==> config.mk <==
export PLATFORM = sky130hd
export DESIGN_NAME = text_console_writer
export DESIGN_NICKNAME = d
export VERILOG_FILES = /design/src/rtl/text_console_writer.sv
export SDC_FILE = /design/constraint.sdc
export NUM_CORES = 1
export LEC_CHECK = 0
export ABC_AREA = 0
export CAP_MARGIN = 15
export CORE_AREA = 2 2 75 77
export DETAILED_ROUTE_END_ITERATION = 16
export DIE_AREA = 0 0 77 79
export GPL_TIMING_DRIVEN = 0
export PLACE_DENSITY = 0.72
export SLEW_MARGIN = 20
export SYNTH_ARGS = -nofsm -noshare
export SYNTH_HDL_FRONTEND = slang
export SYNTH_SLANG_ARGS = --single-unit
==> constraint.sdc <==
create_clock -name clk -period 6.2 [get_ports clk]
set_clock_uncertainty 0.1 [all_clocks]
set_input_delay 0.62 -clock clk [delete_from_list [all_inputs] [get_ports clk]]
set_output_delay 0.62 -clock clk [all_outputs]
set_load 0.05 [all_outputs]
==> src/rtl/text_console_writer.sv <==
// text_console_writer
// Byte-stream front end for the 32-column text-mode display. Accepts characters
// over a valid/ready handshake, interprets LF/CR/BS/FF, keeps a cursor, and
// issues single-port writes into the character RAM. Screen and line clears are
// run by an internal write sequencer, so software only pushes characters.
//
// Ports:
//   clk         system clock (shared with the display stage)
//   reset       synchronous, active-high reset
//   char_in     incoming character code
//   char_valid  char_in is valid this cycle
//   char_ready  writer can accept a character this cycle (registered)
//   ram_we      character RAM write strobe, one cycle per write
//   ram_addr    RAM address {row[4:0], col[4:0]}
//   ram_wdata   RAM write data
//   cursor_row  row where the next printable character lands
//   cursor_col  column where the next printable character lands
//
// state        | meaning
// -------------+-----------------------------------------------------------
// S_CLEAR_ALL  | blanking every cell 0..ROWS*32-1, then cursor to (0,0)
// S_IDLE       | ready; one character accepted per cycle
// S_CLEAR_LINE | blanking the 32 cells of the row the cursor just moved to

module text_console_writer #(
   parameter int          ROWS  = 30,
   parameter logic [7:0]  BLANK = 8'h20
) (
   input  logic       clk,
   input  logic       reset,
   input  logic [7:0] char_in,
   input  logic       char_valid,
   output logic       char_ready,
   output logic       ram_we,
   output logic [9:0] ram_addr,
   output logic [7:0] ram_wdata,
   output logic [4:0] cursor_row,
   output logic [4:0] cursor_col
);

   typedef enum logic [1:0] {
      S_CLEAR_ALL  = 2'd0,
      S_IDLE       = 2'd1,
      S_CLEAR_LINE = 2'd2
   } state_t;

   localparam logic [10:0] CELLS      = 11'(ROWS * 32);
   localparam logic [10:0] LINE_CELLS = 11'd32;
   localparam logic [4:0]  LAST_ROW   = 5'(ROWS - 1);

   localparam logic [7:0] C_BS = 8'h08;
   localparam logic [7:0] C_LF = 8'h0A;
   localparam logic [7:0] C_FF = 8'h0C;
   localparam logic [7:0] C_CR = 8'h0D;

   state_t      state, state_nx;
   logic [10:0] cnt, cnt_nx;
   logic        we_nx, ready_nx;
   logic [9:0]  addr_nx;
   logic [7:0]  wdata_nx;
   logic [4:0]  row_nx, col_nx;

   logic        accept;
   logic        is_print;
   logic        row_adv;
   logic [4:0]  adv_row;

   assign accept   = char_valid && char_ready && (state == S_IDLE);
   assign is_print = (char_in >= 8'h20) && (char_in <= 8'h7E);
   // A printable in the last column or an LF moves to a fresh line.
   assign row_adv  = (is_print && (cursor_col == 5'd31)) || (char_in == C_LF);
   // No scrolling: the bottom row wraps to the top.
   assign adv_row  = (cursor_row == LAST_ROW) ? 5'd0 : cursor_row + 5'd1;

   // State and registered outputs
   always_ff @(posedge clk) begin
      if (reset) begin
         state      <= S_CLEAR_ALL;
         cnt        <= '0;
         ram_we     <= 1'b0;
         ram_addr   <= '0;
         ram_wdata  <= BLANK;
         char_ready <= 1'b0;
         cursor_row <= '0;
         cursor_col <= '0;
      end else begin
         state      <= state_nx;
         cnt        <= cnt_nx;
         ram_we     <= we_nx;
         ram_addr   <= addr_nx;
         ram_wdata  <= wdata_nx;
         char_ready <= ready_nx;
         cursor_row <= row_nx;
         cursor_col <= col_nx;
      end
   end

   // Next state
   always_comb begin
      state_nx = state;
      case (state)
         S_CLEAR_ALL: begin
            if (cnt == CELLS) state_nx = S_IDLE;
         end
         S_CLEAR_LINE: begin
            if (cnt == LINE_CELLS) state_nx = S_IDLE;
         end
         S_IDLE: begin
            if (accept) begin
               if (char_in == C_FF)  state_nx = S_CLEAR_ALL;
               else if (row_adv)     state_nx = S_CLEAR_LINE;
            end
         end
         default: state_nx = S_CLEAR_ALL;
      endcase
   end

   // Next values of the registered outputs and the clear counter.
   // The counter runs one past the last cell so the final cycle can drop
   // ram_we and raise char_ready on the edge after the last write.
   always_comb begin
      cnt_nx   = cnt;
      we_nx    = 1'b0;
      addr_nx  = ram_addr;
      wdata_nx = ram_wdata;
      ready_nx = char_ready;
      row_nx   = cursor_row;
      col_nx   = cursor_col;
      case (state)
         S_CLEAR_ALL: begin
            if (cnt == CELLS) begin
               cnt_nx   = '0;
               ready_nx = 1'b1;
               row_nx   = '0;
               col_nx   = '0;
            end else begin
               we_nx    = 1'b1;
               addr_nx  = cnt[9:0];
               wdata_nx = BLANK;
               cnt_nx   = cnt + 11'd1;
            end
         end
         S_CLEAR_LINE: begin
            if (cnt == LINE_CELLS) begin
               cnt_nx   = '0;
               ready_nx = 1'b1;
            end else begin
               we_nx    = 1'b1;
               addr_nx  = {cursor_row, cnt[4:0]};
               wdata_nx = BLANK;
               cnt_nx   = cnt + 11'd1;
            end
         end
         S_IDLE: begin
            if (accept) begin
               cnt_nx = '0;
               if (is_print) begin
                  we_nx    = 1'b1;
                  addr_nx  = {cursor_row, cursor_col};
                  wdata_nx = char_in;
                  if (cursor_col == 5'd31) begin
                     row_nx   = adv_row;
                     col_nx   = '0;
                     ready_nx = 1'b0;
                  end else begin
                     col_nx = cursor_col + 5'd1;
                  end
               end else if (char_in == C_LF) begin
                  row_nx   = adv_row;
                  col_nx   = '0;
                  ready_nx = 1'b0;
               end else if (char_in == C_CR) begin
                  col_nx = '0;
               end else if (char_in == C_BS) begin
                  if (cursor_col != 5'd0) begin
                     col_nx   = cursor_col - 5'd1;
                     we_nx    = 1'b1;
                     addr_nx  = {cursor_row, cursor_col - 5'd1};
                     wdata_nx = BLANK;
                  end
               end else if (char_in == C_FF) begin
                  // Cursor stays put until the clear finishes.
                  ready_nx = 1'b0;
               end
            end
         end
         default: begin
            cnt_nx   = '0;
            ready_nx = 1'b0;
         end
      endcase
   end

endmodule

==> results of run 1 <==
-- final cells by class --
type	count	area [sq um]	share of cell area [%]
plain buffers	14	90.09	2.953
well taps	72	90.09	2.953
flip-flops and latches	43	860.8	28.22
clock buffers	5	68.82	2.256
clock inverters	3	23.77	0.7793
repair buffers	39	390.4	12.80
inverters	11	41.29	1.354
multi-input cells	225	1485	48.69
-- power breakdown --
| part | switching (W) | total (W) | internal [W] |
|---|---|---|---|
| registers | 0.0000292 | 0.000342 | 0.000312 |
| clock network | 0.000110 | 0.000190 | 0.0000807 |
| logic | 0.000270 | 0.000423 | 0.000152 |
| total | 0.000410 | 0.000955 | 0.000545 |
-- stage by stage --
| stage | instance area, sq um | power (W) | worst slack (ns) | hold slack [ns] | utilization, % |
|---|---|---|---|---|---|
| 2_1_floorplan | 2477 | 0.0006478 | 3.754 | 0.3735 | - |
| 3_3_place_gp | 2958 | 0.0007639 | 3.021 | 0.3537 | 55.41 |
| 3_5_place_dp | 2958 | 0.0007690 | 2.989 | 0.3587 | 55.41 |
| 4_1_cts | 3050 | 0.0009587 | 3.308 | 0.3733 | 57.15 |
| 5_1_grt | 3050 | 0.001005 | 3.165 | 0.3875 | 57.15 |
| 6_report | 3050 | 0.0009549 | 3.256 | 0.3718 | 57.15 |
-- final timing paths --
kind | end | from | cells after the start
min reg2reg | ram_wdata[1] | ram_wdata[1] | 2
max reg2reg | char_ready | cnt[0] | 8
max | cursor_col[3] | char_in[2] | 7
min | ram_wdata[1] | ram_wdata[1] | 2
-- critical path, stage by stage --
cell and delay, ns:
sky130_fd_sc_hd__clkdlybuf4s50_1 0.54, sky130_fd_sc_hd__or3b_2 0.51, sky130_fd_sc_hd__a211oi_1 0.57, sky130_fd_sc_hd__nand2b_1 0.26
sky130_fd_sc_hd__o21ba_2 0.26, sky130_fd_sc_hd__nor3b_1 0.07, sky130_fd_sc_hd__a31o_2 0.22
-- registers in the layout, summed over array words and instances, names as in the netlist --
name        cells
cursor_row      5
ram_we          1
char_ready      1
ram_wdata       8
ram_addr       10
state           2
cnt            11
cursor_col      5
-- metal layers --
metal	part of all wire [%]	global-route usage (%)
met2	46	35.44
met4	2.3	7.857
met1	48	27.40
met3	4.3	4.091
met5	0	0
-- logic make-up (layout without fill, tap and decap cells) --
logic type / Yosys count / count (layout) / synth area share (%)
compound gates: 73 / 73 / 20.96
flops: 43 / 43 / 34.75
buf+inv: 25 / 72 / 5.303
fa+ha+maj: 11 / 11 / 5.555
simple gates: 130 / 130 / 29.55
xor+xnor: 11 / 11 / 3.889
-- placed cells by master (no fill, tap or decap), types with 5 or more instances in the layout --
cell                              instances
sky130_fd_sc_hd__dfxtp_1                 43
sky130_fd_sc_hd__clkdlybuf4s50_1         39
sky130_fd_sc_hd__nor2_1                  32
sky130_fd_sc_hd__a21oi_1                 21
sky130_fd_sc_hd__nand3_1                 20
sky130_fd_sc_hd__nand2_1                 20
sky130_fd_sc_hd__nand2b_1                13
sky130_fd_sc_hd__inv_1                   11
sky130_fd_sc_hd__ha_1                    11
sky130_fd_sc_hd__o21ai_0                  9
sky130_fd_sc_hd__a211oi_1                 8
sky130_fd_sc_hd__clkbuf_1                 7
sky130_fd_sc_hd__clkbuf_8                 7
sky130_fd_sc_hd__nor3_1                   7
sky130_fd_sc_hd__xnor2_1                  7
sky130_fd_sc_hd__nand4_1                  6
sky130_fd_sc_hd__nor3b_1                  5
sky130_fd_sc_hd__a21o_1                   5
sky130_fd_sc_hd__a32oi_1                  5
sky130_fd_sc_hd__a311oi_1                 5
==> qor.csv, run 1 <==
stage;metric;value;unit
synthesis;post-synth-top-count-cell;sky130_fd_sc_hd__dfxtp_1;
detailed_routing;routed_wl;6302;um
synthesis;syn-cell-area;0.002477;sq mm
synthesis;avgSynthCellArea;8.455;sq um
cells_and_area;drive_gt1_share;8.529;%
clock_tree;cts_root_buffer;sky130_fd_sc_hd__clkbuf_8;
clock_tree;clk_pin_slew;0.09;ns
clock_tree;hold_bufs_inserted_after_cts;0;
synthesis;postSynth.topFlopCell;sky130_fd_sc_hd__dfxtp_1;
timing;max-slew-margin-rel;56.64;%
die;floorplan.rows;27;
global_route;track_usage;21.22;%
synthesis;seq_total_area_yosys;34.75;%
synthesis;netlist_top_cells_count;sky130_fd_sc_hd__dfxtp_1, sky130_fd_sc_hd__nor2_1, sky130_fd_sc_hd__a21oi_1;
pwr;total_leakage_power;1.084;nW
synthesis;synthTopCellsByArea;sky130_fd_sc_hd__dfxtp_1, sky130_fd_sc_hd__ha_1, sky130_fd_sc_hd__nor2_1, sky130_fd_sc_hd__a21oi_1, sky130_fd_sc_hd__nand3_1;
clock_tree;clock-sinks;43;
placed_design;routabilityCongestion;0.8997;
die;die-area;0.006083;sq mm
detailed_routing;routed-via-count;2318;
detailed_routing;drc;0;
cells_and_area;nNetsFinal;361;
detailed_routing;route.detailed.wl_per_inst;15.30;um
worst_setup_path;critPathRequiredTime;6.31;ns
clock_tree;clock_insertion_delay_worst_skew;0.31;ns
cells_and_area;synthToLayoutAreaGrowth;23.13;%
flow_run;cap_violations;0;
pwr;vdd_ir_drop_max;0.0001403;V
worst_setup_path;path_max_fanout;7;
global_route;grt_start_max_net_pins;16;
synthesis;synth_cell_types;52;
timing;max_freq;339.7;MHz
timing;final.setup.tns;0;ns
synthesis;synth_largest_type_area_fraction;34.75;%
global_route;grt_pass1_wl;10340;um
clock_tree;cts.repair.resized;0;
worst_setup_path;worst_setup_path_start_kind;input pin;
clock_tree;clock_tree.htree_level_count;2;
die;die_width;77;um
cells_and_area;fin_cells;412;
synthesis;postSynthRegisterBits;43;
die;die_h;79;um
global_route;grt_pass1_vias;2147;
cells_and_area;nFillCells;537;
synthesis;syn-num-nets;315;
worst_setup_path;setup.reg_to_reg.worst_slack;3.71;ns
worst_setup_path;worst_ep_arrival_time;3.05;ns
detailed_routing;dr.pass1.iters;4;
synthesis;post_synth_inst_count;293;
run_status;status;finished, final reports clean;
clock_tree;numCtsBuffers;5;
global_route;antenna_found_initial;0;
die;start_util;46.41;%
clock_tree;cts_post_setup_buffers_inserted;0;
clock_tree;cts_tree;built;
placed_design;detailedPlacementHpwl;4689;um
synthesis;synthesis.yosys.warnings;0;
timing;setup_viol;0;
die;core_area;0.005338;sq mm
detailed_routing;drt_iter0_markers;110;
timing;final_min_period_over_clock_period;47.49;%
timing;post-route-min-period;2.944;ns
timing;timing_hold_violations_final;0;
synthesis;synth-edff-count;0;
die;pin_count;41;
timing;tightest_slew;0.6490;ns
cells_and_area;antenna_cells_inserted;0;
detailed_routing;number_of_nets_with_antenna_violations_after_routing;0;
min_path;holdCritPathClass;reg2reg;
pwr;p_per_area;313.0;mW/mm^2
timing;grt_setup_unrepaired;false;
detailed_routing;avgViaCountPerCell;5.626;
placed_design;io_buffer_count;39;
global_route;grt-ovfl-total;0;
worst_setup_path;setup.worst_path.end_class;register;
worst_setup_path;worst-setup-path-type;in2reg;
placed_design;place.detailed.instances;404;
synthesis;yosysTopAreaCell;sky130_fd_sc_hd__dfxtp_1;
synthesis;ys_async_sr_fraction;0;%
clock_tree;number_of_buffers_on_the_longest_clock_path;2;
timing;final-max-slew-violation-count;0;
Power figures use the tool's default switching activity.
==> run 2: changes to the inputs <==
- clock period: 6.2 -> 2.9 ns (I/O delays scaled with it)
==> results of run 2 <==
The final DEF is identical to that of run 1. Status: finished, final reports clean.
Main changes from that run: setup slack after placement 2.989 ns -> 0.01887 ns; setup slack after layout 3.256 ns -> 0.2859 ns; hold slack 0.3718 ns -> 0.2231 ns; register-to-register setup slack 3.71 ns -> 0.41 ns; end point of the worst hold path ram_wdata[1] -> cnt[10]; total power 0.0009549 W -> 0.002041 W; worst IR drop on VDD 0.0001403 V -> 0.0003000 V
==> run 3: changes to the inputs <==
- CORE_AREA: 2 2 75 77 -> 2 2 74 76
- DIE_AREA: 0 0 77 79 -> 0 0 76 78
- DONT_BUFFER_PORTS: default -> 1
- PLACE_DENSITY: 0.72 -> default
==> run 3 against run 2 <==
Net effect:
- die area fell by 2.5%
- setup slack got worse by 0.10 ns
- sequential cell count did not move
- maximum frequency fell by 3.9%
- via count fell by 7.7%
- hold slack got worse by 0.19 ns
- total power rose by 2.3%
- largest cell class unchanged
- largest power group is now sequential cells
- highest routed layer unchanged
==> qor.csv, run 3 (synthesis gave the netlist of run 1 again) <==
stage;metric;value;unit;change
worst_setup_path;r2r_start;cursor_col[1];;
clock_tree;cts.repair.resized;0;;unchanged
clock_tree;cts_tree;built;;
worst_setup_path;crit-reg2reg-capture;cursor_row[4];;
die;floorplan.rows;26;;-3.7%
worst_setup_path;worst_setup_path_start_kind;register;;
worst_setup_path;setup.worst_path.end_class;register;;
clock_tree;cts_post_setup_buffers_inserted;0;;unchanged
placed_design;detailedPlacementHpwl;4539;um;-3.2%
worst_setup_path;endpoint;cursor_row[4];;
global_route;grt-busiest-layer;met2;;
run_status;status;finished, final reports clean;;
detailed_routing;drt_iter0_markers;116;;+5.5%
global_route;grt-ovfl-total;0;;unchanged
clock_tree;numCtsBuffers;5;;unchanged
flow_run;cap_violations;0;;unchanged
clock_tree;number_of_buffers_on_the_longest_clock_path;2;;unchanged
min_path;hp-start;char_in[3];;
clock_tree;clk_pin_slew;0.09;ns;about the same
cells_and_area;nFillCells;481;;-10%
timing;post-route-min-period;2.719;ns;
min_path;holdCritPathClass;in2reg;;
cells_and_area;layout_commonest_cell;sky130_fd_sc_hd__dfxtp_1;;
worst_setup_path;crit_buf_inv;0;;-1
worst_setup_path;critPathLaunch;cursor_col[1];;
placed_design;place.detailed.instances;363;;-10%
worst_setup_path;path_max_fanout;8;;+1
timing;grt_setup_unrepaired;false;;
timing;final.setup.tns;0;ns;unchanged
cells_and_area;mostFrequentLayoutCells;sky130_fd_sc_hd__dfxtp_1, sky130_fd_sc_hd__nor2_1, sky130_fd_sc_hd__a21oi_1, sky130_fd_sc_hd__nand3_1, sky130_fd_sc_hd__nand2_1;;
detailed_routing;routed_wl;6145;um;-2.5%
cells_and_area;drive_gt1_share;9.635;%;+1.1 points
worst_setup_path;cp_cell_sequence;ha_1, and3_1, ha_1, a21oi_1, a21oi_1, o21ai_0, a21o_1;;
worst_setup_path;setup.reg_to_reg.worst_slack;0.18;ns;
pwr;vdd_ir_drop_max;0.0004732;V;
clock_tree;clock_tree.htree_level_count;2;;unchanged
timing;timing_hold_violations_final;0;;unchanged
detailed_routing;drc;0;;unchanged
detailed_routing;routed-via-count;2139;;-7.7%
die;die_width;76;um;-1.3%
placed_design;io_buffer_count;0;;-100%
die;pin_count;41;;unchanged
cells_and_area;fin_cells;371;;-10%
die;start_util;49.13;%;+2.7 points
global_route;track_usage;20.94;%;-0.28 points
worst_setup_path;worst-path-stages;7;;unchanged
clock_tree;clock_insertion_delay_worst_skew;0.31;ns;about the same
detailed_routing;dr.pass1.iters;5;;+1
pwr;p_per_area;774.1;mW/mm^2;
global_route;groute.layer.met1.usage;27.66;%;+0.27 points
global_route;grt_pass1_vias;1952;;-9.1%
clock_tree;clock-sinks;43;;unchanged
global_route;grtUsageMet3;5.465;%;+1.4 points
global_route;antenna_found_initial;0;;unchanged
global_route;grt_start_max_net_pins;14;;-2
detailed_routing;avgViaCountPerCell;5.765;;+2.5%
global_route;grt_pass1_wl;9915;um;-4.1%
clock_tree;hold_bufs_inserted_after_cts;0;;unchanged
timing;final_min_period_over_clock_period;93.76;%;
cells_and_area;antenna_cells_inserted;0;;unchanged
timing;max_freq;367.8;MHz;
global_route;grt_use_met2;33.93;%;-1.5 points
cells_and_area;synthToLayoutAreaGrowth;8.939;%;
die;die_h;78;um;-1.3%
worst_setup_path;worst-setup-path-type;reg2reg;;
worst_setup_path;worst_ep_arrival_time;2.83;ns;
cells_and_area;biggestRegsByFlops;cnt (11), ram_addr (10), ram_wdata (8);;
placed_design;detailed_place.area;0.002565;sq mm;-13%
detailed_routing;number_of_nets_with_antenna_violations_after_routing;0;;unchanged
placed_design;routabilityCongestion;0.8874;;-1.4%
timing;final-max-slew-violation-count;0;;unchanged
cells_and_area;nNetsFinal;322;;-11%
cells_and_area;largest_reg_flops;11;;unchanged
worst_setup_path;critPathRequiredTime;3.01;ns;
clock_tree;cts_root_buffer;sky130_fd_sc_hd__clkbuf_8;;
cells_and_area;finalInstanceArea;0.002699;sq mm;-12%
detailed_routing;route.detailed.wl_per_inst;16.56;um;+8.3%
worst_setup_path;crit_slowest_cell;sky130_fd_sc_hd__dfxtp_1;;
timing;max-slew-margin-rel;52.63;%;-4.0 points
timing;setup_viol;0;;unchanged
timing;tightest_slew;0.7096;ns;+0.06060 ns
worst_setup_path;path_delay_family;compound AO/OA/AOI/OAI gates;;
die;core_area;0.005042;sq mm;-5.5%
worst_setup_path;reg2regPathDepth;7;;-1
die;die-area;0.005928;sq mm;-2.5%
pwr;total_leakage_power;0.9699;nW;-10%
cells_and_area;register_ranked_first_by_flip_flop_count;cnt;;
worst_setup_path;critical-path-max-stage-delay;0.79;ns;+0.22 ns
[run 3: cell types whose count changed in the layout (fill, tap and decap cells not counted), sizes merged]
cell and delta:
inv -1, clkbuf +1, clkdlybuf4s50 -39, bufinv +2, clkinvlp -2
[run 3: worst min-delay path by stage]
stage                   endpoint  slack (ns)  cells after the start
CTS                 ram_wdata[0]        0.03                      2
global placement    ram_wdata[0]        0.35                      2
finish              ram_wdata[3]        0.03                      2
detailed placement  ram_wdata[0]        0.36                      2
global route        ram_wdata[0]        0.03                      2
floorplan           ram_wdata[0]        0.34                      2
[run 3: final cells by class]
class	instances	area, sq um	share of cell area [%]
plain buffers	14	90.09	3.338
clock inverters	2	60.06	2.225
inverters	11	41.29	1.530
well taps	70	87.58	3.245
clock buffers	6	72.57	2.689
flip-flops and latches	43	862.1	31.94
multi-input cells	225	1485	55.03
[run 3: where the power goes]
group	leakage [nW]	total (W)	internal, W	switching (W)
combinational	0.556	0.000592	0.000229	0.000362
clock	0.0654	0.000566	0.000344	0.000222
sequential	0.348	0.000931	0.000667	0.000264
total	0.970	0.00209	0.00124	0.000848
[run 3: layer usage]
metal,share of wire (%),up-vias
met5,0,-
met4,0.67,0
met3,5.8,4
met2,47,55
met1,47,1000
li1,-,1080
[run 3: stage by stage]
stage	hold slack, ns	util, %	power [W]	worst slack [ns]
after floorplan	0.3419	-	0.001385	0.5321
after global placement	0.3501	50.87	0.001523	0.1535
after detailed placement	0.3551	50.87	0.001532	0.1560
after CTS	0.03178	53.50	0.002095	0.1251
after global routing	0.03415	53.52	0.002197	0.006666
final	0.03171	53.52	0.002089	0.1810
